--- config.mk ---
export PLATFORM = sky130hd
export DESIGN_NAME = fetch_unit_param
export DESIGN_NICKNAME = d
export VERILOG_FILES = /design/src/rtl/fetch_unit_param.sv
export SDC_FILE = /design/constraint.sdc
export NUM_CORES = 1
export LEC_CHECK = 0
export BUFFER_PORTS_ARGS = -buffer_cell sky130_fd_sc_hd__buf_2
export CAP_MARGIN = 10
export CORE_AREA = 8 8 320 322
export CTS_CLUSTER_DIAMETER = 80
export DETAILED_ROUTE_END_ITERATION = 12
export DIE_AREA = 0 0 328 330
export PLACE_DENSITY = 0.33
export SKIP_CTS_REPAIR_TIMING = 1
export SLEW_MARGIN = 10
export SYNTH_ARGS = -nofsm -noshare
export SYNTH_HDL_FRONTEND = slang
export SYNTH_SLANG_ARGS = --single-unit
--- constraint.sdc ---
create_clock -name clock -period 7.6 [get_ports clock]
set_input_delay 1.14 -clock clock [delete_from_list [all_inputs] [get_ports clock]]
set_output_delay 1.14 -clock clock [all_outputs]
set_load 0.02 [all_outputs]
--- src/rtl/fetch_unit_param.sv ---
// ---------------------------------------------------------------------------
// fetch_unit_param
//
// Purpose:
//   Parametrised fetch stage. Each cycle it issues a FETCH_WIDTH-instruction
//   bundle request to the multi-line icache as NUM_LINES line requests. The
//   response arrives one cycle later. When every line hits, the IB has room
//   for a whole bundle and no redirect is present, the bundle goes to the
//   instruction buffer.
//
//   Delivered bundles have a lane mask. Lanes below the start lane of an
//   unaligned PC are masked off. Lanes after a predicted-taken branch are
//   also masked off. The first branch in the bundle is sent to the branch
//   predictor in the same cycle, and the answer selects the next fetch PC.
//
// Ports:
//   clock, reset_n   system clock, asynchronous active-low reset
//   read_addrs       per-line icache requests (valid + line address)
//   cache_data       per-line icache responses, one cycle after request
//   ib_free_slots    free entries in the instruction buffer this cycle
//   ib_bundle_valid  fetch_packet carries a real bundle
//   fetch_packet     per-lane pc, instruction, valid and branch metadata
//   bp_request       branch predictor query for the first branch lane
//   bp_response      same-cycle branch predictor answer
//   redirect_valid   pipeline redirect (mispredict / exception)
//   redirect_pc      exact restart PC for a redirect
//   fetch_pc_dbg     PC of the request currently outstanding
//   bundle_cnt       bundles delivered (wraps)
//   stall_cnt        cycles with a request outstanding but nothing delivered
// ---------------------------------------------------------------------------
package fetch_unit_param_pkg;

   // The icache line type carries DEF_LINE_WORDS words. The LINE_WORDS
   // parameter of the fetch unit must match this value.
   localparam int DEF_LINE_WORDS = 2;
   localparam int GHR_W = 8;
   localparam logic [6:0] RV32_BRANCH = 7'b1100011;

   typedef logic [31:0] addr_t;

   typedef struct packed {
      logic  valid;
      addr_t addr;
   } i_addr_packet_t;

   typedef struct packed {
      logic [DEF_LINE_WORDS-1:0][31:0] word_level;
   } cache_line_t;

   typedef struct packed {
      logic        valid;
      cache_line_t data;
   } cache_data_t;

   typedef struct packed {
      logic  valid;
      addr_t pc;
   } bp_predict_request_t;

   typedef struct packed {
      logic             taken;
      addr_t            target;
      logic [GHR_W-1:0] ghr_snapshot;
   } bp_predict_response_t;

   typedef struct packed {
      logic             valid;
      addr_t            pc;
      logic [31:0]      inst;
      logic             is_branch;
      logic             taken;
      addr_t            target;
      logic [GHR_W-1:0] ghr_snapshot;
   } fetch_packet_t;

endpackage

module fetch_unit_param
   import fetch_unit_param_pkg::*;
#(
   parameter int          FETCH_WIDTH = 4,
   parameter int          LINE_WORDS  = DEF_LINE_WORDS,
   parameter int          NUM_LINES   = FETCH_WIDTH / LINE_WORDS,
   parameter int          IB_CREDIT_W = 4,
   parameter logic [31:0] RESET_PC    = 32'h0,
   parameter int          CNT_W       = 32
) (
   input  logic                                   clock,
   input  logic                                   reset_n,
   output i_addr_packet_t       [NUM_LINES-1:0]   read_addrs,
   input  cache_data_t          [NUM_LINES-1:0]   cache_data,
   input  logic                 [IB_CREDIT_W-1:0] ib_free_slots,
   output logic                                   ib_bundle_valid,
   output fetch_packet_t        [FETCH_WIDTH-1:0] fetch_packet,
   output bp_predict_request_t                    bp_request,
   input  bp_predict_response_t                   bp_response,
   input  logic                                   redirect_valid,
   input  addr_t                                  redirect_pc,
   output addr_t                                  fetch_pc_dbg,
   output logic                 [CNT_W-1:0]       bundle_cnt,
   output logic                 [CNT_W-1:0]       stall_cnt
);

   localparam int    LANE_W       = $clog2(FETCH_WIDTH);
   localparam int    OFF_W        = LANE_W + 2;
   localparam addr_t BUNDLE_BYTES = addr_t'(4 * FETCH_WIDTH);
   localparam addr_t LINE_BYTES   = addr_t'(4 * LINE_WORDS);

   addr_t             req_pc_q, req_pc_d;
   logic              req_v_q, req_v_d;
   logic [CNT_W-1:0]  bundle_cnt_q, bundle_cnt_d;
   logic [CNT_W-1:0]  stall_cnt_q, stall_cnt_d;

   addr_t             base;
   logic [LANE_W-1:0] start_lane;
   addr_t             lane_pc   [FETCH_WIDTH];
   logic [31:0]       lane_inst [FETCH_WIDTH];
   logic              all_hit, credits_ok, resp_ok;
   logic              br_found, taken;
   logic [LANE_W-1:0] br_lane;
   logic              issue;
   addr_t             issue_pc, issue_base;

   // Split the outstanding request into a bundle base and a start lane.
   // Then decide whether the response that arrives now can be delivered.
   // The branch scan goes downward so that the lowest eligible branch lane
   // is the last one written.
   always_comb begin
      base       = {req_pc_q[31:OFF_W], {OFF_W{1'b0}}};
      start_lane = req_pc_q[OFF_W-1:2];
      for (int k = 0; k < FETCH_WIDTH; k++) begin
         lane_pc[k]   = base + addr_t'(4 * k);
         lane_inst[k] = cache_data[k / LINE_WORDS].data.word_level[k % LINE_WORDS];
      end
      all_hit = 1'b1;
      for (int i = 0; i < NUM_LINES; i++) begin
         all_hit = all_hit & cache_data[i].valid;
      end
      credits_ok = int'(ib_free_slots) >= FETCH_WIDTH;
      resp_ok    = req_v_q && all_hit && credits_ok && !redirect_valid;
      br_found   = 1'b0;
      br_lane    = '0;
      for (int k = FETCH_WIDTH - 1; k >= 0; k--) begin
         if (k >= int'(start_lane) && lane_inst[k][6:0] == RV32_BRANCH) begin
            br_found = 1'b1;
            br_lane  = LANE_W'(k);
         end
      end
      taken = br_found && bp_response.taken;
   end

   // Next request selection. A redirect cancels everything, including a
   // response that would otherwise be deliverable. The restart PC is only
   // loaded in that cycle and is issued in the next one. A miss or a lack
   // of credits reissues the same bundle until it can be delivered.
   always_comb begin
      req_pc_d = req_pc_q;
      req_v_d  = req_v_q;
      issue    = 1'b0;
      issue_pc = req_pc_q;
      if (redirect_valid) begin
         req_pc_d = redirect_pc & ~addr_t'(3);
         req_v_d  = 1'b0;
      end else if (!req_v_q) begin
         issue   = 1'b1;
         req_v_d = 1'b1;
      end else if (resp_ok) begin
         issue    = 1'b1;
         issue_pc = taken ? bp_response.target : base + BUNDLE_BYTES;
         req_pc_d = issue_pc;
      end else begin
         issue = 1'b1;
      end
      issue_base   = {issue_pc[31:OFF_W], {OFF_W{1'b0}}};
      bundle_cnt_d = bundle_cnt_q + CNT_W'(resp_ok);
      stall_cnt_d  = stall_cnt_q + CNT_W'(req_v_q && !resp_ok && !redirect_valid);
   end

   // Drive the icache, predictor and IB outputs. Every output is forced to
   // zero while reset_n is low. Without this, the "issue at req_pc_q when
   // idle" path would drive live requests while reset is held.
   always_comb begin
      for (int i = 0; i < NUM_LINES; i++) begin
         read_addrs[i].valid = issue && reset_n;
         read_addrs[i].addr  = reset_n ? issue_base + LINE_BYTES * addr_t'(i) : '0;
      end
      ib_bundle_valid = resp_ok;
      bp_request      = '0;
      if (resp_ok && br_found) begin
         bp_request.valid = 1'b1;
         bp_request.pc    = lane_pc[br_lane];
      end
      for (int k = 0; k < FETCH_WIDTH; k++) begin
         fetch_packet[k] = '0;
         if (reset_n) begin
            fetch_packet[k].pc   = lane_pc[k];
            fetch_packet[k].inst = lane_inst[k];
         end
         fetch_packet[k].valid = resp_ok && (k >= int'(start_lane)) &&
                                 (!taken || k <= int'(br_lane));
         if (reset_n && br_found && LANE_W'(k) == br_lane) begin
            fetch_packet[k].is_branch    = 1'b1;
            fetch_packet[k].taken        = bp_response.taken;
            fetch_packet[k].target       = bp_response.target;
            fetch_packet[k].ghr_snapshot = bp_response.ghr_snapshot;
         end
      end
      fetch_pc_dbg = reset_n ? req_pc_q : '0;
      bundle_cnt   = bundle_cnt_q;
      stall_cnt    = stall_cnt_q;
   end

   // Request PC, outstanding flag and performance counters.
   always_ff @(posedge clock or negedge reset_n) begin
      if (!reset_n) begin
         req_pc_q     <= RESET_PC;
         req_v_q      <= 1'b0;
         bundle_cnt_q <= '0;
         stall_cnt_q  <= '0;
      end else begin
         req_pc_q     <= req_pc_d;
         req_v_q      <= req_v_d;
         bundle_cnt_q <= bundle_cnt_d;
         stall_cnt_q  <= stall_cnt_d;
      end
   end

endmodule

==> results.tsv <==
stage	metric	value	unit
worst_setup_path	critPathLaunch	ib_free_slots[2]	
finish	fill_cells	11342	
floorplanning	dieArea	0.108	sq mm
sta	setup_viol	0	
global_route	grt_pass1_vias	11840	
detailed_routing	drt-initial-drc-count	688	
min_path	min_path_cells	1	
synth	synth_cell_types	60	
worst_setup_path	rr_worst_depth	11	
min_path	hp-class	reg -> reg	
sta	rsz0062_at_grt	false	
synth	yosysWarnings	0	
clocking	htree_levels	3	
clocking	clkTransAtPathRegs	0.08	ns
finish	multi_input_area	0.00600	sq mm
floorplanning	die_w	328	um
clocking	cts_sinks	97	
place	place_hpwl	58.9	mm
synth	ys_seq_elements	97	
place	numPortBuffers	808	
worst_setup_path	worstSetupEndpointType	output port	
global_route	grt_usage	0.122	
sta	finalHoldViolations	0	
worst_setup_path	critPathMaxFanout	41	
clocking	clockBufferDepth	2	
synth	synth_area	0.0100	sq mm
synth	avgSynthCellArea	7.60	sq um
synth	async_reset_ff_frac	1.00	
detailed_routing	ant_nets	0	
clocking	insertion_delay	0.40	ns
sta	fmax	0.178	GHz
worst_setup_path	r2r-start	req_v_q	
job	drv_cap	0	
floorplanning	boundaryPins	834	
sta	slew_headroom	0.175	
floorplanning	die_h	330	um
synth	synth_area_leaders	dfrtp_1 24%, and2_1 19%, buf_4 13%, xnor2_1 4.4%, and3_1 3.7%	
floorplanning	initial_core_util	0.103	
detailed_routing	vias	11592	
finish	final_cell_mix	807 x buf_2, 306 x and2_1, 97 x dfrtp_1	
power_and_ir_drop	ir_drop	0.0000976	V
detailed_routing	wirelength	71.3	mm
synth	yosysTopAreaCellShare	0.242	
clocking	cts-buffers-inserted	9	
sta	worstMarginPinSlew	1.22	ns
finish	nNetsFinal	2130	
global_route	grt_overflow_total	0	
sta	slew_viol_final	0	
sta	fin_setup_tns	0	ns
worst_setup_path	cp.required	6.46	ns
finish	drive_gt1_frac	0.453	
run_status	outcome	complete, no violations	
global_route	grt_pass1_wl	94.3	mm
worst_setup_path	rrSetupSlack	3.65	ns
synth	yosysSeqAreaShare	0.242	
finish	seq_area	0.00243	sq mm
clocking	cts_tree	built	
floorplanning	core-area	0.0974	sq mm
synth	syn_inst	1320	
sta	fin_crit	5.63	ns
clocking	root_buffer	clkbuf_16	
min_path	hold_start	stall_cnt[31]	
detailed_routing	viasPerCell	3.61	
synth	synth_edf_count	0	
detailed_routing	dr.pass1.iters	5	
synth	synth-main-ff-cell	dfrtp_1	
power_and_ir_drop	pwr_density_cell	127	mW/mm^2
min_path	hold_path_end	stall_cnt[31]	
global_route	antenna_found_initial	22	
detailed_routing	wire_per_inst	22.2	um
finish	layout_commonest_cell	buf_2	
detailed_routing	drc	0	
place	routabilityCongestion	0.767	
floorplanning	num_rows	115	
synth	synth_area_leader_cell	dfrtp_1	
worst_setup_path	worstReg2RegEnd	bundle_cnt[28]	
finish	area_growth	46.0	%
sta	fin_crit_sh	0.741	
finish	fin_util	0.150	
worst_setup_path	critPathKind	in -> out	
global_route	grt_max_degree	89	
power_and_ir_drop	leakage	7.91	nW
worst_setup_path	arrival	4.49	ns
worst_setup_path	startpoint_type	input pin	
sta	finalClockSkew	0.0192	ns
[cell type report]
class	instances	share of cell area
Multi-Input combinational cell	957	0.409
Timing Repair Buffer	832	0.289
Sequential cell	97	0.166
Tap cell	1287	0.110
Clock buffer	9	0.0154
Clock inverter	7	0.00529
Inverter	18	0.00461
Antenna cell	8	0.00137
[routing by layer]
layer / vias to the layer above / global-route usage / part of all wire / routed length [um]
met3: 81 / 0.0397 / 0.089 / 6340
met5: - / 0 / 0.0013 / 95
met1: 5413 / 0.141 / 0.39 / 27700
met4: 12 / 0.0490 / 0.037 / 2640
met2: 583 / 0.207 / 0.48 / 34500
li1: 5503 / - / - / -
[synthesized netlist by cell type (6+ instances only)]
cell type	count
xnor2_1	50
a21oi_1	13
and2_1	306
clkbuf_1	72
dfrtp_1	97
o2111ai_1	6
and3_1	59
or4_1	9
buf_2	17
a2bb2oi_1	7
o31a_1	9
nand3_1	51
o21ai_0	47
inv_1	15
nor4_1	20
or3_1	8
and4_1	13
nand2_1	91
buf_1	6
xor2_1	25
a22oi_1	13
a31oi_1	15
buf_4	171
nand4_1	34
mux2i_1	13
nor3_1	50
nor2_1	36
[registers in the layout, summed over array words and instances, names as in the netlist, named ones only]
register    flops
bundle_cnt     32
req_pc_q       30
req_v_q         1
stall_cnt      32
[kinds of logic after synthesis]
| logic type | after synthesis | share of synthesized area |
|---|---|---|
| AOI/OAI and AO/OA | 142 | 0.0961 |
| xor gates and xnor gates | 75 | 0.0654 |
| adders and majority gates | 5 | 0.00623 |
| buffers and inverters | 286 | 0.174 |
| DFF | 97 | 0.242 |
| muxes | 13 | 0.0130 |
| other | 1 | 0.000374 |
| and+or+nand+nor | 701 | 0.403 |
[worst max-delay path by stage]
| stage | slack, ns | to |
|---|---|---|
| 6_report | 1.97 | read_addrs[47] |
| 4_1_cts | 1.88 | read_addrs[47] |
| 3_3_place_gp | 1.87 | read_addrs[14] |
| 5_1_grt | 1.77 | read_addrs[47] |
| 2_1_floorplan | 3.22 | read_addrs[47] |
| 3_5_place_dp | 1.88 | read_addrs[47] |
[stage by stage]
step	hold WS, ns	total power, mW	instance area [sq um]	setup WS (ns)	cells
floorplan	0.491	1.10	10100	3.22	1340
global placement	0.457	1.38	14300	1.87	3191
detailed placement	0.459	1.38	14300	1.88	3191
CTS	0.476	1.93	14600	1.88	3207
global route	0.505	1.98	14600	1.77	3207
finish	0.478	1.86	14700	1.97	3215
[power by group]
group / total [mW] / switching, mW / leakage, nW / internal, mW
clock network: 0.511 / 0.278 / 0.144 / 0.233
logic: 0.719 / 0.493 / 6.52 / 0.226
registers: 0.631 / 0.0773 / 1.24 / 0.554
[worst max-delay path: stages]
cell	delay [ns]
buf_2	0.10
o2111a_2	0.20
buf_4	0.39
nand2_2	0.11
inv_2	0.65
nand2_1	0.45
o311ai_0	1.11
buf_2	0.33
(Power assumes the default switching activity.)
